<file path="src/rtl/nano_rv32i_pkg.sv">
// Shared types and defaults for the nano_rv32i memory-side blocks.
// Source IDs tag each memory transaction so its response can be steered back.
package nano_rv32i_pkg;

  typedef enum logic {
    SRC_I = 1'b0,
    SRC_D = 1'b1
  } src_id_t;

  localparam int MAX_OUT_DEFAULT      = 2;
  localparam int STARVE_LIMIT_DEFAULT = 4;

endpackage

</file>
<file path="src/rtl/nano_id_fifo.sv">
// Small circular-buffer FIFO with wrap-around pointers; zero-latency head (show-ahead).
// Pushes while full and pops while empty are ignored.
module nano_id_fifo #(
  parameter int DEPTH = 2,
  parameter int WIDTH = 1,
  localparam int PW = (DEPTH > 1) ? $clog2(DEPTH) : 1,
  localparam int CW = $clog2(DEPTH + 1)
) (
  input  logic             clk_i,
  input  logic             rst_i,
  input  logic             push_i,
  input  logic [WIDTH-1:0] push_data_i,
  input  logic             pop_i,
  output logic [WIDTH-1:0] pop_data_o,
  output logic             full_o,
  output logic             empty_o,
  output logic [CW-1:0]    count_o
);

  logic [WIDTH-1:0] mem [DEPTH];
  logic [PW-1:0]    wr_ptr;
  logic [PW-1:0]    rd_ptr;
  logic [CW-1:0]    cnt;
  logic             do_push;
  logic             do_pop;

  // Pointers wrap explicitly so DEPTH need not be a power of two.
  function automatic logic [PW-1:0] ptr_next(input logic [PW-1:0] p);
    return (p == PW'(DEPTH - 1)) ? '0 : p + 1'b1;
  endfunction

  assign full_o     = (cnt == CW'(DEPTH));
  assign empty_o    = (cnt == '0);
  assign count_o    = cnt;
  assign pop_data_o = mem[rd_ptr];
  assign do_push    = push_i & ~full_o;
  assign do_pop     = pop_i & ~empty_o;

  always_ff @(posedge clk_i or posedge rst_i) begin
    if (rst_i) begin
      wr_ptr <= '0;
      rd_ptr <= '0;
      cnt    <= '0;
    end else begin
      if (do_push) wr_ptr <= ptr_next(wr_ptr);
      if (do_pop)  rd_ptr <= ptr_next(rd_ptr);
      case ({do_push, do_pop})
        2'b10:   cnt <= cnt + 1'b1;
        2'b01:   cnt <= cnt - 1'b1;
        default: cnt <= cnt;
      endcase
    end
  end

  always_ff @(posedge clk_i) begin
    if (do_push) mem[wr_ptr] <= push_data_i;
  end

endmodule

</file>
<file path="src/rtl/nano_mem_arbiter.sv">
// Two-to-one instruction/data memory arbiter, zero-latency grant and response path.
// Data has priority; a starve counter forces an instruction grant; stalls when MAX_OUT are in flight.
module nano_mem_arbiter
  import nano_rv32i_pkg::*;
#(
  parameter int MAX_OUT      = MAX_OUT_DEFAULT,
  parameter int STARVE_LIMIT = STARVE_LIMIT_DEFAULT
) (
  input  logic        clk_i,
  input  logic        rst_i,
  input  logic        i_req_i,
  input  logic [31:0] i_addr_i,
  output logic        i_gnt_o,
  output logic        i_rvalid_o,
  output logic [31:0] i_rdata_o,
  input  logic        d_req_i,
  input  logic [3:0]  d_we_i,
  input  logic [31:0] d_addr_i,
  input  logic [31:0] d_wdata_i,
  output logic        d_gnt_o,
  output logic        d_rvalid_o,
  output logic [31:0] d_rdata_o,
  output logic        m_req_o,
  output logic [3:0]  m_we_o,
  output logic [31:0] m_addr_o,
  output logic [31:0] m_wdata_o,
  input  logic        m_gnt_i,
  input  logic        m_rvalid_i,
  input  logic [31:0] m_rdata_i,
  output logic        err_o
);

  localparam int CW = $clog2(MAX_OUT + 1);

  logic          fifo_full;
  logic          fifo_empty;
  logic [CW-1:0] fifo_count;
  logic [0:0]    fifo_head;
  src_id_t       push_id;
  src_id_t       head_id;
  logic [3:0]    starve_cnt;
  logic          starved;
  logic          sel_i;
  logic          xfer;
  logic          pop;

  assign starved = i_req_i & (starve_cnt == 4'(STARVE_LIMIT));
  assign sel_i   = ~d_req_i | starved;

  // full comes from registered state only, so m_rvalid_i never reaches m_req_o.
  assign m_req_o = (i_req_i | d_req_i) & ~fifo_full & ~rst_i;
  assign xfer    = m_req_o & m_gnt_i;
  assign i_gnt_o = xfer & sel_i;
  assign d_gnt_o = xfer & ~sel_i;

  always_comb begin
    m_we_o    = '0;
    m_addr_o  = '0;
    m_wdata_o = '0;
    if (m_req_o) begin
      if (sel_i) begin
        m_addr_o = i_addr_i;
      end else begin
        m_we_o    = d_we_i;
        m_addr_o  = d_addr_i;
        m_wdata_o = d_wdata_i;
      end
    end
  end

  assign push_id = sel_i ? SRC_I : SRC_D;
  assign head_id = src_id_t'(fifo_head);
  assign pop     = m_rvalid_i & ~fifo_empty;

  nano_id_fifo #(
    .DEPTH (MAX_OUT),
    .WIDTH (1)
  ) u_id_fifo (
    .clk_i       (clk_i),
    .rst_i       (rst_i),
    .push_i      (xfer),
    .push_data_i (push_id),
    .pop_i       (pop),
    .pop_data_o  (fifo_head),
    .full_o      (fifo_full),
    .empty_o     (fifo_empty),
    .count_o     (fifo_count)
  );

  assign i_rvalid_o = pop & (head_id == SRC_I);
  assign d_rvalid_o = pop & (head_id == SRC_D);
  assign i_rdata_o  = m_rdata_i;
  assign d_rdata_o  = m_rdata_i;

  always_ff @(posedge clk_i or posedge rst_i) begin
    if (rst_i) begin
      starve_cnt <= '0;
    end else if (~i_req_i | i_gnt_o) begin
      starve_cnt <= '0;
    end else if (d_gnt_o && (starve_cnt != 4'(STARVE_LIMIT))) begin
      starve_cnt <= starve_cnt + 4'd1;
    end
  end

  // An orphan response has no owner to steer to; it is dropped and flagged.
  always_ff @(posedge clk_i or posedge rst_i) begin
    if (rst_i) begin
      err_o <= 1'b0;
    end else if (m_rvalid_i && (fifo_count == '0)) begin
      err_o <= 1'b1;
    end
  end

endmodule

</file>
<file path="config.mk">
export PLATFORM = sky130hd
export DESIGN_NAME = nano_mem_arbiter
export DESIGN_NICKNAME = d
export VERILOG_FILES = /design/src/rtl/nano_rv32i_pkg.sv /design/src/rtl/nano_id_fifo.sv /design/src/rtl/nano_mem_arbiter.sv
export SDC_FILE = /design/constraint.sdc
export NUM_CORES = 1
export LEC_CHECK = 0
export ABC_AREA = 0
export BUFFER_PORTS_ARGS = -buffer_cell sky130_fd_sc_hd__clkbuf_2
export CORE_AREA = 2 2 106 108
export CTS_CLUSTER_DIAMETER = 30
export DETAILED_ROUTE_END_ITERATION = 6
export DIE_AREA = 0 0 108 110
export PLACE_DENSITY = 0.49
export SYNTH_ARGS = -nofsm -noshare
export SYNTH_HDL_FRONTEND = slang
export SYNTH_SLANG_ARGS = --single-unit
</file>
<file path="constraint.sdc">
create_clock -name clk_i -period 1.84 [get_ports clk_i]
set_input_delay 0.184 -clock clk_i [delete_from_list [all_inputs] [get_ports clk_i]]
set_output_delay 0.184 -clock clk_i [all_outputs]
set_load 0.02 [all_outputs]
</file>
==> results of run 1 <==
## placed cells by master (no fill, tap or decap), types with 2 or more instances in the layout
cell type,count
buf_4,15
buf_6,5
xnor2_1,4
and3_1,35
nand2_2,2
clkbuf_2,122
nor2b_1,2
nor2_4,2
nor2_1,5
nand2_1,67
ha_1,2
buf_12,6
clkbuf_16,5
clkbuf_8,34
a21oi_1,5
inv_1,5
edfxtp_1,2
a21oi_2,30
buf_2,20
and3_4,2
dfrtp_1,9
## power breakdown
group	internal [mW]	total (mW)	leakage (nW)	switching, mW
Sequential	0.304	0.336	0.129	0.0323
Clock	0.153	0.251	0.0228	0.0980
Combinational	0.672	1.39	1.59	0.723
## flip-flops by register name, summed over array words and instances (netlist names)
| signal | cells |
|---|---|
| u_id_fifo.count_o | 2 |
| u_id_fifo.wr_ptr | 1 |
| u_id_fifo.rd_ptr | 1 |
| starve_cnt | 4 |
| u_id_fifo.mem | 2 |
| err_o | 1 |
## final cells by class
cell class	instances	area [um2]	area share
Sequential cell	11	285	0.0901
Timing Repair Buffer	205	1560	0.493
Tap cell	140	175	0.0553
Multi-Input combinational cell	173	1070	0.337
Clock buffer	4	45.0	0.0142
Inverter	7	33.8	0.0107
## timing repair
item	CTS	global route
gates cloned	0	7
pin swaps	0	8
resized for setup	71	41
hold buffers	1	0
endpoints found under the setup margin	70	71
setup buffers	2	4
endpoints found under the hold margin	9	0
## per-stage QoR
stage               hold WS, ps  total power, mW  setup TNS, ps  setup slack [ps]
floorplan                  11.9             1.24              0              28.4
global placement            193             1.47              0              53.3
detailed placement          193             1.48              0              39.2
CTS                         151             1.90          -8070              -145
global route                180             2.11         -21760              -335
finish                      158             1.98         -14560              -246
## how the worst max path moves through the flow
stage	end	slack (ps)	cells after the start
floorplan	u_id_fifo.count_o[1]$_DFFE_PP0P_	30	6
global placement	d_gnt_o	50	4
detailed placement	m_wdata_o[22]	40	6
CTS	m_addr_o[9]	-150	8
global route	m_wdata_o[8]	-330	9
finish	m_wdata_o[8]	-250	9
## cell families after synthesis
family	after synthesis	synth area share
buf+inv	90	0.335
simple gates	123	0.330
flops	11	0.161
compound gates	41	0.123
xor+xnor	5	0.0247
mux	1	0.00565
fa+ha+maj	3	0.0212
## layer usage
layer,vias up,routed length (um),global-route usage
met4,0,87,0.0220
met5,-,0,0
met2,123,4110,0.187
met3,16,754,0.0388
li1,1082,-,-
met1,1027,3480,0.142
==> metrics.md, run 1 <==
| Metric | Value |
|---|---|
| Instance count of the mapped netlist | around 270 |
| Synth top area cells | buf_4 (28%), nand2_1 (15%), and3_1 (13%) |
| CP Launch Type | register |
| CP startpoint | starve_cnt[1]$_DFFE_PP0P_ |
| Fin util | 0.296 |
| Placer Congestion | 0.777 |
| Largest net degree at the start of global routing | 38 |
| Initial Util | 0.166 |
| Global route overflow | 0 |
| Ys async rst share | 0.818 |
| Number of placed instances, taps included | about 520 |
| Critical path capture point type | output port |
| Vias per cell | roughly 4.2 |
| H-tree level count | 1 |
| Worst Path Class, Setup | register to output port |
| Placement Cell Area | ~2500 um2 |
| Synthesized Nets | 415 |
| Crit path cell chain | inv_1, ha_1, nand3b_1, o21ai_4, buf_12, inv_8, clkbuf_16, and3_1, buf_2 |
| Seq/Total Area, Yosys | 0.161 |
| Vias in the first global route | roughly 2.0k |
| Slew @ Worst Pin | 375 ps |
| Initial antenna violation count | 0 |
| Top-count cell post-synth | nand2_1 |
| Synth Flop Type | dfrtp_1 |
| Commonest cells post-synth | nand2_1 (69), buf_4 (65), and3_1 (37) |
| Die Wd | around 110 um |
| Clock skew | between 1 and 1.5 ps |
| Die Y | 110 um |
| Total track usage | 0.113 |
| Antenna diodes | 0 |
| Mapped cell area | between 1500 and 2000 um2 |
| Max Cap Violations | 0 |
| Unrepaired setup endpoints after global routing | yes |
| Design area | approximately 3200 um2 |
| CP top delay family | buffers and inverters |
| Final Cycle Share | 1.13 |
| Row count | 38 |
| Clock Latency Late Sink | 240 ps |
| Drt pass-1 iters | 4 |
| Clock Root Buffer | clkbuf_8 |
| Worst hold path class | primary input to register |
| Leak | 1.74 nW |
| Max VDD drop | about 0.33 mV |
| EDFF count, synth | 2 |
| Final setup viols | between 70 and 80 |
| Worst slew margin | 0.750 |
| Share of layout cells above drive strength 1 | 0.623 |
| Final worst setup slack | -246 ps |
| DR iter-0 viols | 70 |
| Worst endpoint required time | ~1700 ps |
| Synthesis-to-layout area growth | 78.6% |
| Non-filler instance count after layout | 540 |
| Mean Syn Cell Area | ~6.5 um2 |
| Failing checks | negative setup slack |
| Avg WL per Cell | 15.6 um |
| Pins Over Slew Limit | 0 |
| Largest stage delay, worst path | about 380 ps |
| Status | finished with violations |
| Reg2reg path depth | 5 |
| First-pass GRT wire length | between 10000 and 15000 um |
| WP data arrival | 1900 ps |
| Pwr dens | 626 nW/um2 |
| Die area | roughly 12000 um2 |
| RR Startpoint | u_id_fifo.count_o[1]$_DFFE_PP0P_ |
| IO Port Bufs | 179 |
| Core ar. | around 11000 um2 |
| Clk sinks | 11 |
| R2r setup slk | 0 ps |
| Area leader, netlist | buf_4 |
| Min-Delay Endpoint | err_o$_DFFE_PP0P_ |
| Hold depth | 2 |
| CTS buffer count | 3 |
| Worst Path Buf+Inv | 5 |
| Final HPWL from detailed placement | 6170 um |
| Fraction of post-synthesis cell area in the top cell type by area | 0.275 |
| Drt total wl | between 8000 and 9000 um |
| Number of hold violations in the final report | 0 |
| CP max stage cell | dfrtp_1 |
| Achievable frequency | 0.479 GHz |
| Worst r2r dst | starve_cnt[0]$_DFFE_PP0P_ |
| # DRC | 0 |
| Min Tclk post-route | 2090 ps |
| CTS tree | yes |
| Filler cells | 1181 |
| Hold_sp | m_rvalid_i |
| Ports | between 200 and 300 |
| Post-synthesis register bit count | 11 |
| Crit-path max FO | 18 |
| Vias | ~2.2k |
| Worst-case clock buffer depth | 2 |
| Antenna-violating nets left | 0 |
| Final nets | 542 |
| Yosys warns | 0 |
| Post-synth cell types | 30 |
| Clock transition at path regs | 50 ps |
(Power assumes the default switching activity.)
==> run 2: changes to the inputs <==
--- a/config.mk
+++ b/config.mk
@@ -11,7 +11,7 @@
 export CTS_CLUSTER_DIAMETER = 30
 export DETAILED_ROUTE_END_ITERATION = 6
 export DIE_AREA = 0 0 108 110
-export PLACE_DENSITY = 0.49
+export PLACE_DENSITY_LB_ADDON = 0.08
 export SYNTH_ARGS = -nofsm -noshare
 export SYNTH_HDL_FRONTEND = slang
 export SYNTH_SLANG_ARGS = --single-unit
==> run 2 against run 1 <==
The run still ends with negative setup slack left; die area unchanged; sequential share of layout area decreased by 0.21 points; clock skew is 3.0 ps higher; largest cell class unchanged.
==> metrics.md, run 2 (synthesis results as in run 1) <==
| Metric | Value |
|---|---|
| M2 GR Usage | 0.212 |
| Achievable frequency | a little under 0.5 GHz |
| DR iter-0 viols | 64 |
| Final HPWL from detailed placement | ~6300 um |
| Crit path cell chain | inv_1, ha_2, nand3b_1, o21ai_4, buf_12, inv_6, buf_12, and3_1, buf_2 |
| Drt total wl | 8330 um |
| Worst endpoint required time | roughly 1700 ps |
| Final worst setup slack | -228 ps |
| Initial antenna violation count | 0 |
| Global route overflow | 0 |
| M3 GR Usage | 0.0517 |
| Max VDD drop | ~0.35 mV |
| Status | finished with violations |
| Initial Util | 0.166 |
| Unrepaired setup endpoints after global routing | yes |
| Max reg flops | 4 |
| Clock transition at path regs | 50 ps |
| Slew @ Worst Pin | 401 ps |
| Leak | roughly 1.8 nW |
| IO Port Bufs | between 150 and 200 |
| First-pass GRT wire length | roughly 11000 um |
| Total track usage | 0.122 |
| Die Wd | roughly 110 um |
| Clock Latency Late Sink | roughly 240 ps |
| Grt met1 use | 0.143 |
| Synthesis-to-layout area growth | 82.8% |
| Largest net degree at the start of global routing | 34 |
| Post-Place Setup Slack | about 24 ps |
| Placer Congestion | around 0.71 |
| Ports | approximately 280 |
| Worst slew margin | 0.732 |
| Vias | roughly 2.2k |
| Biggest register | starve_cnt |
| Row count | 38 |
| Number of hold violations in the final report | 0 |
| Most frequent cells in the layout | clkbuf_2 (118), nand2_1 (63), and3_1 (33), clkbuf_8 (33), a21oi_2 (31) |
| Failing checks | negative setup slack |
| CP max stage cell | dfrtp_1 |
| Pwr dens | 631 nW/um2 |
| Die Y | between 100 and 150 um |
| Worst hold path class | primary input to register |
| Drt pass-1 iters | 4 |
| Min Tclk post-route | roughly 2100 ps |
| Crit-path max FO | 28 |
| Max Cap Violations | 0 |
| Fin util | 0.303 |
| Clock Root Buffer | clkbuf_8 |
| Vias per cell | roughly 4.1 |
| Antenna-violating nets left | 0 |
| CP Launch Type | register |
| # DRC | 0 |
| Commonest non-fill, non-tap cell in the layout | clkbuf_2 |
| Avg WL per Cell | 15.4 um |
| CTS tree | yes |
| Clock skew | between 3 and 4 ps |
| Core ar. | approximately 11000 um2 |
| Worst Path Class, Setup | register to output port |
| Critical path capture point type | output port |
| H-tree level count | 1 |
| Final setup viols | 70 |
| Antenna diodes | 0 |
| Die area | between 10000 and 15000 um2 |
| Clk sinks | 11 |
| CP dominant cell by count | buf_12 |
| GRT busiest layer | met2 |
| CTS buffer count | 3 |
| Worst-case clock buffer depth | 2 |
| Final nets | ~540 |
| Final Cycle Share | 1.12 |
| WP data arrival | about 1900 ps |
| Pins Over Slew Limit | 0 |
| Share of layout cells above drive strength 1 | 0.650 |
| Largest stage delay, worst path | between 300 and 400 ps |
| Vias in the first global route | roughly 2.2k |
==> run 2: worst max-delay path: cells and delay by family, from the launching register on <==
family | cells | cell delay [ps]
adder cells (fa/ha/maj) | 1 | 160
buffers and inverters | 5 | 570
AND/OR/NAND/NOR | 2 | 320
flip-flops | 1 | 390
AO/OA/AOI/OAI | 1 | 180
==> run 2: timing repair <==
action,in CTS,in global routing
hold endpoints to repair,9,0
buffers inserted,2,5
pin swaps,1,6
cloned,0,4
setup endpoints to repair,71,71
gates resized for setup,69,75
hold buffers,1,0
==> run 2: stage by stage <==
step | cells | total power [mW] | hold slack [ps] | setup TNS [ps] | cell area, um2
CTS | 531 | 1.92 | 171 | -12500 | 2920
global placement | 524 | 1.51 | 235 | 0 | 2560
floorplan | 274 | 1.24 | 11.9 | 0 | 1890
detailed placement | 524 | 1.50 | 206 | 0 | 2560
global route | 540 | 2.20 | 176 | -20230 | 3240
finish | 540 | 2.04 | 177 | -14320 | 3240
==> run 2: layout make-up <==
| class | instances | area, um2 |
|---|---|---|
| fill | 1189 | 7460 |
| timing repair buffer | 205 | 1580 |
| multi-input combinational | 173 | 1120 |
| sequential | 11 | 285 |
| tap | 140 | 175 |
| clock buffer | 4 | 45.0 |
| inverter | 7 | 31.3 |
==> run 2: final timing paths <==
path                                             startpoint  slack, ps  cells past startpoint                               end
hold reg to reg                           err_o$_DFFE_PP0P_        460                      1                 err_o$_DFFE_PP0P_
min in group asynchronous                             rst_i        490                      3  u_id_fifo.count_o[1]$_DFFE_PP0P_
max in group asynchronous                             rst_i       1060                      3      u_id_fifo.rd_ptr$_DFFE_PP0P_
setup reg to reg           u_id_fifo.count_o[1]$_DFFE_PP0P_         10                      6         starve_cnt[0]$_DFFE_PP0P_
hold / removal                                   m_rvalid_i        180                      2                 err_o$_DFFE_PP0P_
setup / recovery                  starve_cnt[0]$_DFFE_PP0P_       -230                      9                     m_wdata_o[31]
==> run 2: per-layer routing <==
metal,vias to the layer above,share of wire
met5,-,0
li1,1086,-
met2,137,0.51
met3,2,0.096
met1,1001,0.40
met4,0,0.0032
==> run 2: power breakdown <==
part / total, mW / internal, mW / switching, mW
clock: 0.249 / 0.153 / 0.0967
sequential: 0.345 / 0.304 / 0.0403
combinational: 1.45 / 0.716 / 0.735
total: 2.04 / 1.17 / 0.872
